$ cat config.mk
export PLATFORM = sky130hd
export DESIGN_NAME = mod_w_sched_flat
export DESIGN_NICKNAME = d
export VERILOG_FILES = /design/src/rtl/mod_w_sched_pkg.sv /design/src/rtl/mod_w_sched_if.sv /design/src/rtl/mod_w_sched_sigma_small.sv /design/src/rtl/mod_w_sched.sv /design/src/flat_wrapper.sv
export SDC_FILE = /design/constraint.sdc
export NUM_CORES = 2
export LEC_CHECK = 0
export ABC_AREA = 1
export CAP_MARGIN = 5
export CORE_AREA = 2 2 235 237
export DETAILED_ROUTE_END_ITERATION = 8
export DIE_AREA = 0 0 237 239
export PLACE_DENSITY = 0.67
export SYNTH_ARGS = -nofsm -noshare
export SYNTH_HDL_FRONTEND = slang
export SYNTH_HIERARCHICAL = 1
export SYNTH_SLANG_ARGS = --single-unit
$ cat constraint.sdc
create_clock -name clk -period 30.1 [get_ports clk]
set_clock_uncertainty 0.15 [all_clocks]
set_input_delay 9.03 -clock clk [delete_from_list [all_inputs] [get_ports clk]]
set_output_delay 9.03 -clock clk [all_outputs]
set_load 0.02 [all_outputs]
$ cat src/rtl/mod_w_sched_pkg.sv
// Shared SHA-256 definitions: word geometry, schedule FSM states and the
// small-sigma rotation amounts, reused later by the compressor datapath.
package mod_w_sched_pkg;

  localparam int WORD_W  = 32;
  localparam int N_WORDS = 64;
  localparam int N_BLK   = 16;
  localparam int ADDR_W  = $clog2(N_WORDS);

  // Small-sigma rotation/shift amounts: s0 = (7, 18, >>3), s1 = (17, 19, >>10)
  localparam int S0_ROT_A = 7;
  localparam int S0_ROT_B = 18;
  localparam int S0_SHR   = 3;
  localparam int S1_ROT_A = 17;
  localparam int S1_ROT_B = 19;
  localparam int S1_SHR   = 10;

  typedef logic [WORD_W-1:0] word_t;
  typedef logic [ADDR_W-1:0] addr_t;

  typedef enum logic [1:0] {
    ST_IDLE   = 2'd0,
    ST_LOAD   = 2'd1,
    ST_EXPAND = 2'd2,
    ST_FIN    = 2'd3
  } sched_state_e;

  // Rotate a word right by n bit positions (0 < n < WORD_W)
  function automatic word_t rotr(input word_t x, input int unsigned n);
    return (x >> n) | (x << (WORD_W - n));
  endfunction

endpackage

$ cat src/rtl/mod_w_sched_if.sv
// Stream-in / memory-write bundle of the message-schedule writer.
// The master side supplies START and message words; the slave side (the
// scheduler) returns the ready flag, the W-memory write port and status.
interface mod_w_sched_if;
  import mod_w_sched_pkg::*;

  logic  start;
  word_t mIn;
  logic  mValid;
  logic  mReady;
  logic  we;
  addr_t wa;
  word_t wd;
  logic  busy;
  logic  done;

  modport master (
    output start, mIn, mValid,
    input  mReady, we, wa, wd, busy, done
  );

  modport slave (
    input  start, mIn, mValid,
    output mReady, we, wa, wd, busy, done
  );

endinterface

$ cat src/rtl/mod_w_sched_sigma_small.sv
// Combinational SHA-256 small sigma. SEL_S1=0 gives s0, SEL_S1=1 gives s1.
module mod_sigma_small
  import mod_w_sched_pkg::*;
#(
  parameter bit SEL_S1 = 1'b0
) (
  input  word_t x_i,
  output word_t y_o
);

  localparam int unsigned ROT_A = SEL_S1 ? S1_ROT_A : S0_ROT_A;
  localparam int unsigned ROT_B = SEL_S1 ? S1_ROT_B : S0_ROT_B;
  localparam int unsigned SHR_N = SEL_S1 ? S1_SHR   : S0_SHR;

  assign y_o = rotr(x_i, ROT_A) ^ rotr(x_i, ROT_B) ^ (x_i >> SHR_N);

endmodule

$ cat src/rtl/mod_w_sched.sv
// SHA-256 message-schedule writer. Loads 16 message words into a sliding
// window, writes them to W memory, then expands W[16..63] one per cycle.
// DONE pulses alongside the final (WA=63) write.
module mod_w_sched
  import mod_w_sched_pkg::*;
(
  input logic          clk,
  input logic          rst,
  mod_w_sched_if.slave schedBus
);

  sched_state_e state_q, state_d;
  addr_t        tCount_q, tCount_d;
  word_t        window_q [N_BLK];
  word_t        window_d [N_BLK];
  logic         wrEn_q, wrEn_d;
  addr_t        wrAddr_q, wrAddr_d;
  word_t        wrData_q, wrData_d;
  logic         done_q, done_d;

  word_t sig0;
  word_t sig1;
  word_t expWord;
  logic  accept;

  // window[1] holds W[t-15], window[14] holds W[t-2]
  mod_sigma_small #(.SEL_S1(1'b0)) uSig0 (.x_i(window_q[1]),  .y_o(sig0));
  mod_sigma_small #(.SEL_S1(1'b1)) uSig1 (.x_i(window_q[14]), .y_o(sig1));

  assign expWord = sig1 + window_q[9] + sig0 + window_q[0];

  assign accept          = (state_q == ST_LOAD) && schedBus.mValid;
  assign schedBus.mReady = (state_q == ST_LOAD);
  assign schedBus.busy   = (state_q == ST_LOAD) || (state_q == ST_EXPAND);
  assign schedBus.we     = wrEn_q;
  assign schedBus.wa     = wrAddr_q;
  assign schedBus.wd     = wrData_q;
  assign schedBus.done   = done_q;

  // Next-state logic: sequencing, window shift and the next write request
  always_comb begin
    state_d  = state_q;
    tCount_d = tCount_q;
    window_d = window_q;
    wrEn_d   = 1'b0;
    wrAddr_d = '0;
    wrData_d = '0;
    done_d   = 1'b0;

    case (state_q)
      ST_IDLE: begin
        if (schedBus.start) begin
          state_d  = ST_LOAD;
          tCount_d = '0;
        end
      end

      ST_LOAD: begin
        if (accept) begin
          for (int i = 0; i < N_BLK - 1; i++) window_d[i] = window_q[i+1];
          window_d[N_BLK-1] = schedBus.mIn;
          wrEn_d   = 1'b1;
          wrAddr_d = tCount_q;
          wrData_d = schedBus.mIn;
          tCount_d = tCount_q + 1'b1;
          if (tCount_q == addr_t'(N_BLK - 1)) state_d = ST_EXPAND;
        end
      end

      ST_EXPAND: begin
        for (int i = 0; i < N_BLK - 1; i++) window_d[i] = window_q[i+1];
        window_d[N_BLK-1] = expWord;
        wrEn_d   = 1'b1;
        wrAddr_d = tCount_q;
        wrData_d = expWord;
        tCount_d = tCount_q + 1'b1;
        if (tCount_q == addr_t'(N_WORDS - 1)) begin
          state_d = ST_FIN;
          done_d  = 1'b1;
        end
      end

      ST_FIN: begin
        state_d = ST_IDLE;
      end

      default: begin
        state_d = ST_IDLE;
      end
    endcase
  end

  // State, counter, window and registered write/done outputs
  always_ff @(posedge clk or posedge rst) begin
    if (rst) begin
      state_q  <= ST_IDLE;
      tCount_q <= '0;
      for (int i = 0; i < N_BLK; i++) window_q[i] <= '0;
      wrEn_q   <= 1'b0;
      wrAddr_q <= '0;
      wrData_q <= '0;
      done_q   <= 1'b0;
    end else begin
      state_q  <= state_d;
      tCount_q <= tCount_d;
      for (int i = 0; i < N_BLK; i++) window_q[i] <= window_d[i];
      wrEn_q   <= wrEn_d;
      wrAddr_q <= wrAddr_d;
      wrData_q <= wrData_d;
      done_q   <= done_d;
    end
  end

endmodule

$ cat src/flat_wrapper.sv
// flat-port wrapper written by rule: the top's interface ports become plain ports
module mod_w_sched_flat import mod_w_sched_pkg::*;
  (clk, rst, schedBus_start, schedBus_mIn, schedBus_mValid, schedBus_mReady, schedBus_we, schedBus_wa, schedBus_wd, schedBus_busy, schedBus_done);
  mod_w_sched_if schedBus_i ();
  input logic clk;
  input logic rst;
  input wire logic [$bits(schedBus_i.start)-1:0] schedBus_start;
  input wire logic [$bits(schedBus_i.mIn)-1:0] schedBus_mIn;
  input wire logic [$bits(schedBus_i.mValid)-1:0] schedBus_mValid;
  output wire logic [$bits(schedBus_i.mReady)-1:0] schedBus_mReady;
  output wire logic [$bits(schedBus_i.we)-1:0] schedBus_we;
  output wire logic [$bits(schedBus_i.wa)-1:0] schedBus_wa;
  output wire logic [$bits(schedBus_i.wd)-1:0] schedBus_wd;
  output wire logic [$bits(schedBus_i.busy)-1:0] schedBus_busy;
  output wire logic [$bits(schedBus_i.done)-1:0] schedBus_done;
  assign schedBus_i.start = schedBus_start;
  assign schedBus_i.mIn = schedBus_mIn;
  assign schedBus_i.mValid = schedBus_mValid;
  assign schedBus_mReady = schedBus_i.mReady;
  assign schedBus_we = schedBus_i.we;
  assign schedBus_wa = schedBus_i.wa;
  assign schedBus_wd = schedBus_i.wd;
  assign schedBus_busy = schedBus_i.busy;
  assign schedBus_done = schedBus_i.done;
  mod_w_sched u_core (.clk(clk), .rst(rst), .schedBus(schedBus_i));
endmodule
Word level (Yosys, flattened, before mapping)
Cells that the tools add are included.
{ "op_classes": {"mux": 18, "n_eq_ne": 9, "add_sub_neg": 4, "n_reduce_logical": 8, "bitwise_logic": 8} }
{ "ops": {"columns": ["op", "n"], "rows": [
  ["one-hot mux 512 bit (2 select lines)", 1],
  ["2-to-1 mux 512 bit", 1],
  ["adder 32 bit", 3],
  ["one-hot mux 32 bit (2 select lines)", 1],
  ["bitwise XOR 32 bit", 2],
  ["2-to-1 mux 32 bit", 1],
  ["OR 13 x 32 -> 32 bit", 1],
  ["OR 14 x 32 -> 32 bit", 1],
  ["OR 15 x 32 -> 32 bit", 1],
  ["OR 25 x 32 -> 32 bit", 1],
  ["bitwise XOR 32 x 22 -> 32 bit", 1],
  ["bitwise XOR 32 x 29 -> 32 bit", 1],
  ["2-to-1 mux 6 bit", 3],
  ["one-hot mux 6 bit (3 select lines)", 1],
  ["one-hot mux 6 bit (2 select lines)", 1],
  ["2-to-1 mux 2 bit", 4],
  ["one-hot mux 2 bit (4 select lines)", 1],
  ["adder 6 x 1 -> 6 bit (second input constant)", 1],
  ["== test 6 x 4 -> 1 bit (second input constant)", 1],
  ["== test 6 bit (second input constant)", 1],
  ["== test 2 bit (second input constant)", 2],
  ["!= test 2 x 1 -> 1 bit (second input constant)", 2],
  ["!= test 2 bit (second input constant)", 2],
  ["AND reduction 4 bit", 1],
  ["10 further kinds", 12]
]} }
{ "word_totals": {"out_inout_bits": 42, "register_bits": 560} }

Logic depth before layout (Yosys ltp)
{ "logic_depth": {"word_depth": 7, "ltp_mapped": 22} }

Hierarchy
Netlist, hierarchy kept.
{ "by_module_without_submodules": {"columns": ["module", "area_per_inst_um2", "cells_per_inst", "instances", "seq_area_each_um2"], "rows": [
  ["mod_w_sched", 25338.1, 3008, 1, 14013.4],
  ["mod_sigma_small (u_core.uSig0)", 835.8, 209, 1, 0.0],
  ["mod_sigma_small (u_core.uSig1)", 726.9, 173, 1, 0.0]
]} }

Least setup slack after synthesis
No wires, ideal clock.
{ "synth_timing": {"kind": "reg-to-output", "from": "register u_core.state_q[1]", "to": "output schedBus_busy", "t_arrival_ps": 881, "required_time_ps": 20920, "path_slack_ps": 20039, "n_path_buf": 0, "stages_incl_launch_ff": 3, "cell_sequence": "dfrtp_1 > inv_1 > ha_1"} }
{ "synth_via": {"elab_chain_len": 2, "elab_cells_between_ends": 3, "classes_between": "eq/ne (2); reduce/logical (1)"} }
{ "synth_rtl": {"columns": ["element", "line", "text"], "rows": [
  ["start: declaration", "mod_w_sched.sv:12", "sched_state_e state_q, state_d;"],
  ["start signal: assignment", "mod_w_sched.sv:104", "state_q <= state_d;"],
  ["== test 2 x 1 -> 1 bit or == test 2 bit (tied branches)", "mod_w_sched.sv:34", "assign schedBus.busy = (state_q == ST_LOAD) || (state_q == ST_EXPAND);"],
  ["logical OR 1 bit *", "mod_w_sched.sv:34", null],
  ["end: declaration", "flat_wrapper.sv:14", "output wire logic [$bits(schedBus_i.busy)-1:0] schedBus_busy;"]
]} }
Every way passes the cells marked *; elsewhere a longest branch is shown, timed or not.

==> impl_metrics.tcl <==
set metrics [dict create \
    htree_levels 2 \
    cp-endpoint "u_core/window_q[235]" \
    grt_overflow 0 \
    finalHoldViolations 0 \
    start_kind "input pin" \
    grt_pass1_vias 19300 \
    reg2reg_depth 21 \
    crit_path_top_delay_cell "buf_4" \
    period_needed_ns 12.05 \
    ys_ff_latch 560 \
    dpl_cell_area_sq_um 28100 \
    grt_max_degree 257 \
    postCtsSetupBuffers 0 \
    cts-buffers-inserted 57 \
    status "finished clean" \
    drc_errors 0 \
    fmax_ghz 0.0830 \
    yosysSeqAreaShare_pct 52.1 \
    dp_hpwl_um 42400 \
    crit_buf_inv 5 \
    fin_area_sq_um 30000 \
    core_sq_um 54300 \
    setup_viol 0 \
    endpoint_kind "async pin" \
    cp_num_cells 5 \
    drt_iter0_markers 1877 \
    ioPinCount 78 \
    num_vias 20300 \
    critPathTopFamily "buffers and inverters" \
    cp.required_ns 30.62 \
    cp_cell_sequence "clkdlybuf4s50_1, inv_8, buf_12, buf_4, buf_4" \
    dieArea_sq_um 56600 \
    rows 86 \
    post-route-period-util_pct 40.0 \
    synthTopCellsByArea "dfrtp_1 52%, nand2_1 24%, inv_1 5.3%, fa_1 4.6%, a21oi_1 2.2%" \
    multi_input_area_sq_um 10800 \
    drive_above_1_share_pct 4.74 \
    path_clk_slew_ns 0.07 \
    cp_common_cell "buf_4" \
    wl_per_cell_um 15.1 \
    antenna_cells 0 \
    start_util_pct 49.5 \
    fillerInstances 5071 \
    fp.dieW_um 237 \
    antenna_found_initial 0 \
    grt_pass1_wl_um 103000 \
    gp_congestion 0.950 \
    yosysTopAreaCell "dfrtp_1" \
    drv_cap 0 \
    startpoint "rst" \
    slew_violations 0 \
    clock-root-buffer "clkbuf_16" \
    syn_area_per_cell_sq_um 7.94 \
    reg2reg_slack_ns 25.83 \
    relSlewSlack_pct 21.3 \
    worst_pin_slew_ns 1.18 \
    syn_nets 3525 \
    rsz0062_at_grt "no" \
    slowest_delay_ns 0.90 \
    syn_inst 3390 \
    syn2layout_area_growth_pct 11.5 \
    nets 3548 \
    fin_util_pct 55.2 \
    ys_warn_count 6 \
    grt.total_usage_pct 22.9 \
    cts-hold-fix-buffers 0 \
    cts_tree "done" \
    synth.cell_area_sq_um 26900 \
    ant_nets 0 \
    viasPerCell 4.88 \
    totalWireLength_um 62900 \
    firstDrtPassIters 6 \
    reg2reg_from "u_core/window_q[467]" \
    cp_max_fo 165 \
    io_buffers 77 \
    die_h_um 239 \
    cts_resized 0 \
    clk-insertion-delay-late_ns 0.64 \
    synth_top_cell_area_share_pct 52.1 \
    cts.sinks 560 \
    register_area_sq_um 14000 \
    hold_class "flip-flop to flip-flop" \
    fin_setup_tns_ns 0 \
    critical_path_class "input pin to async pin" \
    worst_r2r_endpoint "u_core/schedBus.wd[17]" \
    synth.distinct_cells 35 \
    crit_arrival_ns 12.57 \
    cts_max_path_buffers 3 \
]
==> layout by cell type, fill, tap and decap left out, types with 2 or more instances in the layout <==
cell type,netlist,routed
nand2_1,1717,1717
dfrtp_1,560,560
inv_1,379,378
a21oi_1,116,116
o21ai_0,99,99
nand3_1,80,80
nor2_1,78,78
clkdlybuf4s50_1,0,77
fa_1,62,62
clkbuf_16,0,58
ha_1,37,37
o21ai_1,31,31
clkbuf_1,22,19
nand3_2,17,17
nand2_2,15,15
xor2_1,15,15
clkbuf_8,0,12
a21oi_2,10,10
inv_2,10,9
buf_4,1,8
clkinv_2,0,7
nor3_1,5,5
nor2_2,5,5
nand3b_1,4,4
a31oi_1,4,4
buf_12,0,4
inv_6,0,3
bufinv_16,0,3
nor3_2,3,3
nand4_1,3,3
or2_2,3,3
xnor2_1,3,3
clkinvlp_4,0,2
inv_8,0,2
o21bai_1,2,2
==> final cells by class <==
class                      instances  share of cell area (%)
sequential                       560                    46.7
tap                              704                    2.94
clock buffer                      89                    5.63
inverter                         390                    4.93
multi-input combinational       2315                    36.1
clock inverter                    16                   0.655
timing repair buffer              89                    3.04
==> cells in the mapped netlist <==
cell         n
nand2_1   1717
dfrtp_1    560
inv_1      379
a21oi_1    116
buf_2      101
o21ai_0     99
nand3_1     80
nor2_1      78
fa_1        62
ha_1        37
o21ai_1     31
clkbuf_1    22
nand3_2     17
nand2_2     15
xor2_1      15
a21oi_2     10
inv_2       10
nor2_2       5
nor3_1       5
a31oi_1      4
nand3b_1     4
nand4_1      3
nor3_2       3
or2_2        3
xnor2_1      3
o21bai_1     2
and2_1       1
and3_1       1
buf_1        1
buf_4        1
clkinv_1     1
nor3b_2      1
o21ai_2      1
o22ai_1      1
o31ai_1      1
==> per-stage QoR <==
step | setup WS, ns | hold WS, ns | std cells
after CTS | 17.90 | 0.298 | 4163
after global routing | 17.46 | 0.332 | 4163
after floorplan | 5.26 | 0.292 | 3390
final | 18.05 | 0.300 | 4163
after detailed placement | 17.23 | 0.308 | 4058
after global placement | 17.21 | 0.303 | 4058
==> metal layers <==
metal	vias to the layer above	global-route usage [%]	routed length, um
met2	433	34.4	27200
met1	9507	33.5	29500
li1	10300	-	-
met5	-	0	0
met3	115	3.93	3830
met4	0	8.29	2280
==> worst min-delay path, delay by kind of cell (launching register included) <==
| family | cells | cell delay (ns) |
|---|---|---|
| flip-flops | 1 | 0.35 |
| AND/OR/NAND/NOR | 2 | 0.10 |
==> flip-flops by register name (all words and copies together), names as in the netlist <==
name                  flops
u_core/schedBus.done      1
u_core/schedBus.we        1
u_core/window_q         512
u_core/schedBus.wd       32
u_core/schedBus.wa        6
u_core/state_q            2
u_core/tCount_q           6
==> how the worst min path moves through the flow <==
| stage | start | slack (ns) | end | cells after the start |
|---|---|---|---|---|
| 2_1_floorplan | u_core/window_q[100] | 0.29 | u_core/window_q[100] | 2 |
| 4_1_cts | u_core/window_q[93] | 0.30 | u_core/window_q[125] | 2 |
| 5_1_grt | u_core/window_q[126] | 0.33 | u_core/window_q[158] | 2 |
| 3_5_place_dp | u_core/window_q[75] | 0.31 | u_core/window_q[107] | 2 |
| 6_report | u_core/window_q[10] | 0.30 | u_core/window_q[42] | 2 |
| 3_3_place_gp | u_core/window_q[422] | 0.30 | u_core/window_q[422] | 2 |
==> cell families after synthesis <==
kind of cell               synth area share [%]
and+or+nand+nor                            28.2
DFF                                        52.1
buffers and inverters                      7.67
AOI/OAI and AO/OA                          5.13
adders and majority gates                  6.33
xor gates and xnor gates                  0.586
Power is not shown: default switching activity piles up to over one toggle a cycle in this logic, so the estimate is an artifact.
